### config.mk
export PLATFORM = sky130hd
export DESIGN_NAME = phys_free_list_flat
export DESIGN_NICKNAME = d
export VERILOG_FILES = /design/src/rtl/mips_core_pkg.sv /design/src/rtl/phys_free_list_if.sv /design/src/rtl/free_list_ckpt_table.sv /design/src/rtl/phys_free_list.sv /design/src/flat_wrapper.sv
export SDC_FILE = /design/constraint.sdc
export NUM_CORES = 1
export LEC_CHECK = 0
export CELL_PAD_IN_SITES_DETAIL_PLACEMENT = 0
export CELL_PAD_IN_SITES_GLOBAL_PLACEMENT = 1
export CORE_MARGIN = 5
export CORE_UTILIZATION = 52
export CTS_CLUSTER_SIZE = 24
export DETAILED_ROUTE_END_ITERATION = 8
export PLACE_DENSITY_LB_ADDON = 0.1
export SYNTH_ARGS = -nofsm -noshare
export SYNTH_HDL_FRONTEND = slang
export SYNTH_HIERARCHICAL = 1
export SYNTH_SLANG_ARGS = --single-unit
### constraint.sdc
create_clock -name clk -period 3.5 [get_ports clk]
set_clock_uncertainty 0.1 [all_clocks]
set_input_delay 0.7 -clock clk [delete_from_list [all_inputs] [get_ports clk]]
set_output_delay 0.7 -clock clk [all_outputs]
set_load 0.1 [all_outputs]
### src/rtl/mips_core_pkg.sv
// rtl/mips_core_pkg.sv - shared core sizing constants and id typedefs
package mips_core_pkg;

  localparam int NUM_PHYS = 64;
  localparam int NUM_ARCH = 32;
  localparam int NUM_CKPT = 4;

  localparam int FL_DEPTH = NUM_PHYS - NUM_ARCH;
  localparam int PREG_W   = $clog2(NUM_PHYS);
  localparam int CKPT_W   = $clog2(NUM_CKPT);
  localparam int FL_IDX_W = $clog2(FL_DEPTH);
  localparam int FL_PTR_W = FL_IDX_W + 1;

  typedef logic [PREG_W-1:0]   preg_t;
  typedef logic [CKPT_W-1:0]   ckpt_id_t;
  typedef logic [FL_PTR_W-1:0] fl_ptr_t;
  typedef logic [NUM_CKPT-1:0] ckpt_mask_t;

endpackage

### src/rtl/phys_free_list_if.sv
// rtl/phys_free_list_if.sv - rename/commit/branch port bundle of the free list
interface phys_free_list_if;
  import mips_core_pkg::*;

  logic       alloc_req;
  logic       alloc_ready;
  preg_t      alloc_preg;
  logic       release_valid;
  preg_t      release_preg;
  logic       ckpt_req;
  ckpt_id_t   ckpt_id;
  logic       ckpt_full;
  logic       ckpt_free_valid;
  ckpt_id_t   ckpt_free_id;
  logic       restore_valid;
  ckpt_id_t   restore_id;
  ckpt_mask_t restore_kill_mask;
  fl_ptr_t    free_count;
  logic       overflow_err;

  modport master (
    output alloc_req, release_valid, release_preg, ckpt_req,
           ckpt_free_valid, ckpt_free_id, restore_valid, restore_id, restore_kill_mask,
    input  alloc_ready, alloc_preg, ckpt_id, ckpt_full, free_count, overflow_err
  );

  modport slave (
    input  alloc_req, release_valid, release_preg, ckpt_req,
           ckpt_free_valid, ckpt_free_id, restore_valid, restore_id, restore_kill_mask,
    output alloc_ready, alloc_preg, ckpt_id, ckpt_full, free_count, overflow_err
  );

endinterface

### src/rtl/free_list_ckpt_table.sv
// rtl/free_list_ckpt_table.sv - branch checkpoint slots holding saved free-list heads
module free_list_ckpt_table
  import mips_core_pkg::*;
#(
  parameter int NUM_SLOTS = mips_core_pkg::NUM_CKPT
) (
  input  logic       clk,
  input  logic       rst,
  input  logic       save_en,
  input  fl_ptr_t    save_head,
  input  logic       free_en,
  input  ckpt_id_t   free_id,
  input  logic       restore_en,
  input  ckpt_id_t   restore_id,
  input  ckpt_mask_t kill_mask,
  output ckpt_id_t   free_slot,
  output logic       full,
  output logic       restore_hit,
  output fl_ptr_t    restore_head
);

  ckpt_mask_t valid;
  ckpt_mask_t valid_next;
  fl_ptr_t    heads [NUM_SLOTS];
  logic       save_fire;

  // Scan downward so the lowest-index free slot wins.
  always_comb begin
    free_slot = '0;
    for (int i = NUM_SLOTS - 1; i >= 0; i--) begin
      if (!valid[i]) free_slot = ckpt_id_t'(i);
    end
  end

  assign full         = &valid;
  assign save_fire    = save_en && !full;
  assign restore_hit  = valid[restore_id];
  assign restore_head = heads[restore_id];

  // Clears first, then the save, so a new snapshot is never wiped in its own cycle.
  always_comb begin
    valid_next = valid;
    if (free_en)    valid_next[free_id] = 1'b0;
    if (restore_en) valid_next = valid_next & ~kill_mask;
    if (save_fire)  valid_next[free_slot] = 1'b1;
  end

  always_ff @(posedge clk) begin
    if (rst) begin
      valid <= '0;
    end else begin
      valid <= valid_next;
    end
  end

  always_ff @(posedge clk) begin
    if (!rst && save_fire) begin
      heads[free_slot] <= save_head;
    end
  end

endmodule

### src/rtl/phys_free_list.sv
// rtl/phys_free_list.sv - circular free list of physical register ids with branch rollback
module phys_free_list
  import mips_core_pkg::*;
#(
  parameter int NUM_PHYS = mips_core_pkg::NUM_PHYS,
  parameter int NUM_ARCH = mips_core_pkg::NUM_ARCH,
  parameter int NUM_CKPT = mips_core_pkg::NUM_CKPT
) (
  input  logic             clk,
  input  logic             rst,
  phys_free_list_if.slave  fl
);

  localparam int DEPTH = NUM_PHYS - NUM_ARCH;

  fl_ptr_t head;
  fl_ptr_t tail;
  fl_ptr_t head_post;
  fl_ptr_t head_next;
  fl_ptr_t tail_next;
  fl_ptr_t count;
  preg_t   fifo [DEPTH];

  logic    full;
  logic    alloc_fire;
  logic    release_fire;
  logic    restore_hit;
  fl_ptr_t restore_head;

  // Wrap bit makes tail - head the exact occupancy, 0..DEPTH.
  assign count        = tail - head;
  assign full         = (count == fl_ptr_t'(DEPTH));

  assign fl.alloc_ready  = (count != '0);
  assign fl.alloc_preg   = fifo[head[FL_IDX_W-1:0]];
  assign fl.free_count   = count;

  assign alloc_fire   = fl.alloc_req && fl.alloc_ready && !fl.restore_valid;
  assign release_fire = fl.release_valid && !full;

  assign head_post = head + {{(FL_PTR_W-1){1'b0}}, alloc_fire};
  assign tail_next = tail + {{(FL_PTR_W-1){1'b0}}, release_fire};

  always_comb begin
    head_next = head_post;
    if (fl.restore_valid) begin
      head_next = restore_hit ? restore_head : head;
    end
  end

  free_list_ckpt_table #(
    .NUM_SLOTS (NUM_CKPT)
  ) u_ckpt (
    .clk          (clk),
    .rst          (rst),
    .save_en      (fl.ckpt_req && !fl.restore_valid),
    .save_head    (head_post),
    .free_en      (fl.ckpt_free_valid),
    .free_id      (fl.ckpt_free_id),
    .restore_en   (fl.restore_valid),
    .restore_id   (fl.restore_id),
    .kill_mask    (fl.restore_kill_mask),
    .free_slot    (fl.ckpt_id),
    .full         (fl.ckpt_full),
    .restore_hit  (restore_hit),
    .restore_head (restore_head)
  );

  always_ff @(posedge clk) begin
    if (rst) begin
      head            <= '0;
      tail            <= fl_ptr_t'(DEPTH);
      fl.overflow_err <= 1'b0;
      for (int i = 0; i < DEPTH; i++) begin
        fifo[i] <= preg_t'(NUM_ARCH + i);
      end
    end else begin
      head <= head_next;
      tail <= tail_next;
      if (release_fire) begin
        fifo[tail[FL_IDX_W-1:0]] <= fl.release_preg;
      end
      if (fl.release_valid && full) begin
        fl.overflow_err <= 1'b1;
      end
    end
  end

endmodule

### src/flat_wrapper.sv
// flat-port wrapper written by rule: the top's interface ports become plain ports
module phys_free_list_flat import mips_core_pkg::*;
#(
  parameter int NUM_PHYS = mips_core_pkg::NUM_PHYS,
  parameter int NUM_ARCH = mips_core_pkg::NUM_ARCH,
  parameter int NUM_CKPT = mips_core_pkg::NUM_CKPT
)
  (clk, rst, fl_alloc_req, fl_release_valid, fl_release_preg, fl_ckpt_req, fl_ckpt_free_valid, fl_ckpt_free_id, fl_restore_valid, fl_restore_id, fl_restore_kill_mask, fl_alloc_ready, fl_alloc_preg, fl_ckpt_id, fl_ckpt_full, fl_free_count, fl_overflow_err);
  phys_free_list_if fl_i ();
  input  logic clk;
  input  logic rst;
  input wire logic [$bits(fl_i.alloc_req)-1:0] fl_alloc_req;
  input wire logic [$bits(fl_i.release_valid)-1:0] fl_release_valid;
  input wire logic [$bits(fl_i.release_preg)-1:0] fl_release_preg;
  input wire logic [$bits(fl_i.ckpt_req)-1:0] fl_ckpt_req;
  input wire logic [$bits(fl_i.ckpt_free_valid)-1:0] fl_ckpt_free_valid;
  input wire logic [$bits(fl_i.ckpt_free_id)-1:0] fl_ckpt_free_id;
  input wire logic [$bits(fl_i.restore_valid)-1:0] fl_restore_valid;
  input wire logic [$bits(fl_i.restore_id)-1:0] fl_restore_id;
  input wire logic [$bits(fl_i.restore_kill_mask)-1:0] fl_restore_kill_mask;
  output wire logic [$bits(fl_i.alloc_ready)-1:0] fl_alloc_ready;
  output wire logic [$bits(fl_i.alloc_preg)-1:0] fl_alloc_preg;
  output wire logic [$bits(fl_i.ckpt_id)-1:0] fl_ckpt_id;
  output wire logic [$bits(fl_i.ckpt_full)-1:0] fl_ckpt_full;
  output wire logic [$bits(fl_i.free_count)-1:0] fl_free_count;
  output wire logic [$bits(fl_i.overflow_err)-1:0] fl_overflow_err;
  assign fl_i.alloc_req = fl_alloc_req;
  assign fl_i.release_valid = fl_release_valid;
  assign fl_i.release_preg = fl_release_preg;
  assign fl_i.ckpt_req = fl_ckpt_req;
  assign fl_i.ckpt_free_valid = fl_ckpt_free_valid;
  assign fl_i.ckpt_free_id = fl_ckpt_free_id;
  assign fl_i.restore_valid = fl_restore_valid;
  assign fl_i.restore_id = fl_restore_id;
  assign fl_i.restore_kill_mask = fl_restore_kill_mask;
  assign fl_alloc_ready = fl_i.alloc_ready;
  assign fl_alloc_preg = fl_i.alloc_preg;
  assign fl_ckpt_id = fl_i.ckpt_id;
  assign fl_ckpt_full = fl_i.ckpt_full;
  assign fl_free_count = fl_i.free_count;
  assign fl_overflow_err = fl_i.overflow_err;
  phys_free_list #(.NUM_PHYS(NUM_PHYS), .NUM_ARCH(NUM_ARCH), .NUM_CKPT(NUM_CKPT)) u_core (.clk(clk), .rst(rst), .fl(fl_i));
endmodule
### Yosys cells after proc, flatten, opt, wreduce, memory -nomap -nowiden

Memory sizes are Yosys's and may differ from the RTL's. A register that Yosys moved wholly into a read port is not among the register bits.
Index checks and enable logic that the tools add are counted.

* $add $sub $neg: 3
* magnitude comparators: 5
* eq/ne operators: 2
* muxes and demuxes: 27
* bitwise gates (word level): 5
* reduce and logical (&&, ||, !) cells: 16

Operators by type and width (number)
* two-way mux 6 bit: 3
* two-way mux 5 bit: 3
* adder 6 x 1 -> 6 bit: 2
* two-way mux 4 bit: 3
* two-way mux 1 bit: 11
* logical AND 1 bit: 9
* < comparator 2 x 3 -> 1 bit (second input constant): 3
* bitwise AND 4 bit: 2
* two-way mux 2 bit: 4
* inverter 4 bit: 2
* == test 6 bit (second input constant): 1
* nonzero test 6 bit: 1
* OR reduction 6 bit: 1
* subtractor 6 bit: 1
* demux 1 bit (select 2 bit): 2
* >= comparator 2 x 1 -> 1 bit (second input constant): 2
* zero test 1 bit: 4
* OR 4 bit: 1
* AND reduction 4 bit: 1
* binary-select mux 1 bit (select 2 bit): 1
* inequality test 2 x 1 -> 1 bit (second input constant): 1

* flip-flop bits (word level): 17
* RAM bits: 216
* bits of input ports: 21
* output and inout bits: 17
* word-level logic and storage cells: 64
* memories: 2

Memory list
* u_core.fifo: depth 32, bits a word 6, rd ports 1, clocked after memory_dff 1, write ports 32, line phys_free_list.sv:22 `preg_t fifo [DEPTH];`
* u_core.u_ckpt.heads: depth 4, bits a word 6, rd ports 1, clocked after memory_dff 0, write ports 1, line free_list_ckpt_table.sv:24 `fl_ptr_t heads [NUM_SLOTS];`

### Depth between registers and ports, before layout

* depth after elaboration: 11
* depth in mapped cells: 15
* mapped depth without buffers: 14

### Modules after synthesis

Netlist, hierarchy kept.

Modules (own cells, without submodules)
* phys_free_list: instances 1, cells an instance 732, area an instance 10128.5 µm², seq. area each 6125.9 µm²
* free_list_ckpt_table: instances 1, cells an instance 63, area an instance 1147.4 µm², seq. area each 800.8 µm²

### Least setup slack after synthesis

OpenSTA, ideal clock, no wires.

* kind: register to output
* start point: reg u_core.tail[1]
* end point: out fl_alloc_ready
* arrival time: 4.013 ns
* data required time: 2.700 ns
* setup slack: -1.313 ns
* cell stages (with the launch flop): 9
* buffers on the path: 1
* cell sequence: dfxtp_1 > clkbuf_1 > inv_1 > fa_1 > xnor2_1 > nor2_1 > mux2_2 > and2_1 > nand2_1

* longest elaborated chain between the ends: 2

RTL lines
* from (decl): line phys_free_list.sv:17 `fl_ptr_t tail;`
* from (signal assigned): line phys_free_list.sv:72 `tail <= fl_ptr_t'(DEPTH);`
* from (signal assigned): line phys_free_list.sv:79 `tail <= tail_next;`
* subtractor 6 bit: line phys_free_list.sv:31 `assign count = tail - head;`
* named net fl_free_count[2]: line flat_wrapper.sv:25 `output wire logic [$bits(fl_i.free_count)-1:0] fl_free_count;`
* nonzero test 6 bit: line phys_free_list.sv:34 `assign fl.alloc_ready = (count != '0);`
* to (decl): line flat_wrapper.sv:21 `output wire logic [$bits(fl_i.alloc_ready)-1:0] fl_alloc_ready;`

The timed path passes the listed nets, and every way through them passes these cells.

==> results.md <==
- Outcome: finished, violations left
- Failing checks: negative setup slack
- DPL Wire Length: 21,300 um
- Seq cells post-synth: approximately 240
- Gr ovfl total: 0
- First-iteration detailed-routing DRC count: 929
- Max-cap violations: 0
- WHS Path Cells: 2
- Flop-to-flop setup slack: about 0.17 ns
- Crit-path max FO: 8
- Worst VDD drop: 0.000557 V
- Final Hold Vio Count: 0
- CTS H-tree lvls: 1
- IO Count: 38
- Total Routing Usage GR: 0.270
- Slew headroom: 0.409
- Mapped Nets: 826
- FP Rows: 53
- Initial Util: 0.533
- Commonest register cell after synthesis: edfxtp_1
- First-pass GRT wire length: 49,000 um
- Wire length per cell: approximately 28 um
- Setup WS pre-CTS: 0.110 ns
- Ys async rst share: 0
- Power density cells: 512 mW/mm2
- Antenna Nets Post-Route: 0
- Final nets: 896
- Reg clk slew, reported paths: 0.06 ns
- Slew at the pin closest to its max-slew limit: 0.884 ns
- Syn-to-layout area delta: 18.8%
- Worst Path Arrival: 2.78 ns
- Worst EP required: 2.70 ns
- Antenna cell count: 0
- Pleak: around 0.004 uW
- Core Region: 0.0212 mm2
- Final WS setup: -0.0839 ns
- RD Place Congestion: 0.875
- Number of global-route vias before repair: approximately 7.6k
- Root buf cell: clkbuf_16
- Mean post-synth cell area: 14.2 um2
- Commonest non-fill, non-tap cell in the layout: edfxtp_1
- Chip width: ~160 um
- IO buf count: 37
- Die H: 157 um
- Fin crit period: 3.58 ns
- Total Wirelength: 32,600 um
- Clk sinks: 238
- Hold buffers post-CTS: 0
- Reg-to-reg critical path endpoint: u_core/fifo[18][2]$_SDFFCE_PN0P_
- Latest clock arrival within the worst-skew pair: 0.52 ns
- # setup viols final: 6
- Hold path endpoint: u_core/fl.overflow_err$_SDFFE_PP0P_
- Initial DRT Pass Iterations: 6
- Share of post-route cells with drive strength above 1: 0.280
- Via/cell ratio: 6.63
- Worst Hold Class: reg2reg
- Synth warn: 6
- Crit share post-route: 1.02
- Worst setup path class: reg2out
- Reg-to-Reg Start: u_core/head[4]$_SDFFE_PP0N_
- Final slew viol count: 0
- Die area: 0.0247 mm2
- Post-synth EDFFs: 216
- Most frequent cells in the layout: edfxtp_1, nand3_1, buf_4, mux4_2, nor3_1
- Clock tree buffer depth: 3
- Initial antenna violation count: 0
- Fmax: 279 MHz
- Largest net degree at the start of global routing: ~70
- Post-Synthesis Cells: 795
- Num CTS Buffers: 25
- DRC viols: 0
- RSZ-0062 raised after global routing: yes
- Critical path endpoint category: output port
- Register-to-Register Path Depth: 8
- Critical hold path startpoint: u_core/fl.overflow_err$_SDFFE_PP0P_
- Launching element type of the critical path: flip-flop
- Sequential area share after synthesis: 0.614
- Vias: 7,674
- Netlist cell types: 52
- CTS tree: yes
- WHS: between 0.3 and 0.4 ns
- Synthesized area: about 0.011 mm2
-- power breakdown --
part / switching [uW] / internal [uW] / total [uW]
registers: 34.3 / 3150 / 3190
logic: 769 / 449 / 1220
clock network: 1060 / 1390 / 2450
total: 1870 / 4990 / 6850
-- cells in the mapped netlist (all sizes together), types with 2 or more instances --
cell    instances  share of area
edfxtp        216           0.58
nand3b          3         0.0020
ha              9          0.010
nand2          28         0.0093
and3            2         0.0012
nor2b           4         0.0022
o32ai           3         0.0023
nor3           70          0.031
or3             6         0.0033
nor3b          12         0.0080
nand2b          8         0.0044
o21bai          4         0.0027
buf            26          0.013
dfxtp          22          0.039
a31o           29          0.023
or4             8         0.0053
a211oi          5         0.0033
inv            12         0.0040
mux4           67           0.13
a21oi           5         0.0022
mux2            7         0.0070
or3b            3         0.0023
mux2i           6         0.0053
and3b           3         0.0024
nand3         110          0.049
xor2            6         0.0047
nor2           39          0.013
a41o            2         0.0018
clkbuf         47          0.016
xnor2           6         0.0047
and4            8         0.0062
and2            6         0.0033
-- critical path: stages (launching register included) --
cell	delay [ns]
dfxtp_4	0.45
buf_12	0.14
buf_16	0.14
mux4_2	0.51
mux4_2	0.54
mux2_4	0.31
buf_12	0.17
-- logic make-up (layout without fill, tap and decap cells) --
kind of cell | Yosys count | count (layout) | share of synthesized area
and+or+nand+nor | 314 | 314 | 0.146
DFF | 238 | 238 | 0.614
buffers and inverters | 85 | 173 | 0.0324
adders and majority gates | 10 | 10 | 0.0118
xor gates and xnor gates | 12 | 12 | 0.00932
AOI/OAI and AO/OA | 56 | 56 | 0.0401
muxes | 80 | 80 | 0.146
-- repair_timing --
action | CTS | global route
endpoints found under the setup margin | 7 | 10
pin swaps | 1 | 1
cloned | 3 | 0
gates resized for setup | 12 | 4
buffers inserted | 7 | 3
-- state kept, by name, summed over array words and instances, names as in the netlist, named ones only --
name,count
u_core/fifo,192
u_core/u_ckpt/heads,24
u_core/tail,6
u_core/fl.overflow_err,1
u_core/u_ckpt/valid,4
u_core/head,6
-- area by class of cell --
cell class | instances | area (um2)
Inverter | 12 | 48.8
Multi-Input combinational cell | 472 | 4110
Clock inverter | 15 | 103
Fill cell | 1599 | 7760
Clock buffer | 30 | 644
Sequential cell | 238 | 6940
Tap cell | 275 | 344
Timing Repair Buffer | 116 | 1210
-- through the flow --
step | cells | total power (uW) | cell area, um2 | setup TNS, ns | utilization
5_1_grt | 1158 | 7070 | 13400 | -0.661 | 0.633
6_report | 1158 | 6850 | 13400 | -0.426 | 0.633
2_1_floorplan | 795 | 3990 | 11400 | -0.0787 | -
3_5_place_dp | 1101 | 4390 | 12400 | 0 | 0.587
4_1_cts | 1156 | 6880 | 13400 | -0.515 | 0.633
3_3_place_gp | 1101 | 4370 | 12400 | 0 | 0.587
-- worst max path at each step --
stage                                        to  slack, ns  cells after the start                       from
floorplan                        fl_alloc_ready      -0.08                      8  u_core/tail[1]$_SDFF_PP0_
global placement                      flip-flop       0.23                     14  u_core/tail[0]$_SDFF_PP0_
detailed placement  u_core/head[4]$_SDFFE_PP0N_       0.11                     14  u_core/tail[0]$_SDFF_PP0_
CTS                            fl_alloc_preg[1]      -0.10                      6                  flip-flop
global route                   fl_alloc_preg[1]      -0.13                      6                  flip-flop
finish                         fl_alloc_preg[1]      -0.08                      6                  flip-flop
-- per-layer routing --
metal | part of all wire | vias up | GRT usage
met5 | 0 | - | 0
met4 | 0.026 | 0 | 0.0623
met3 | 0.11 | 57 | 0.0481
met2 | 0.48 | 477 | 0.436
met1 | 0.39 | 3846 | 0.391
li1 | - | 3294 | -
Note: power is estimated with default switching activity, not from simulation.
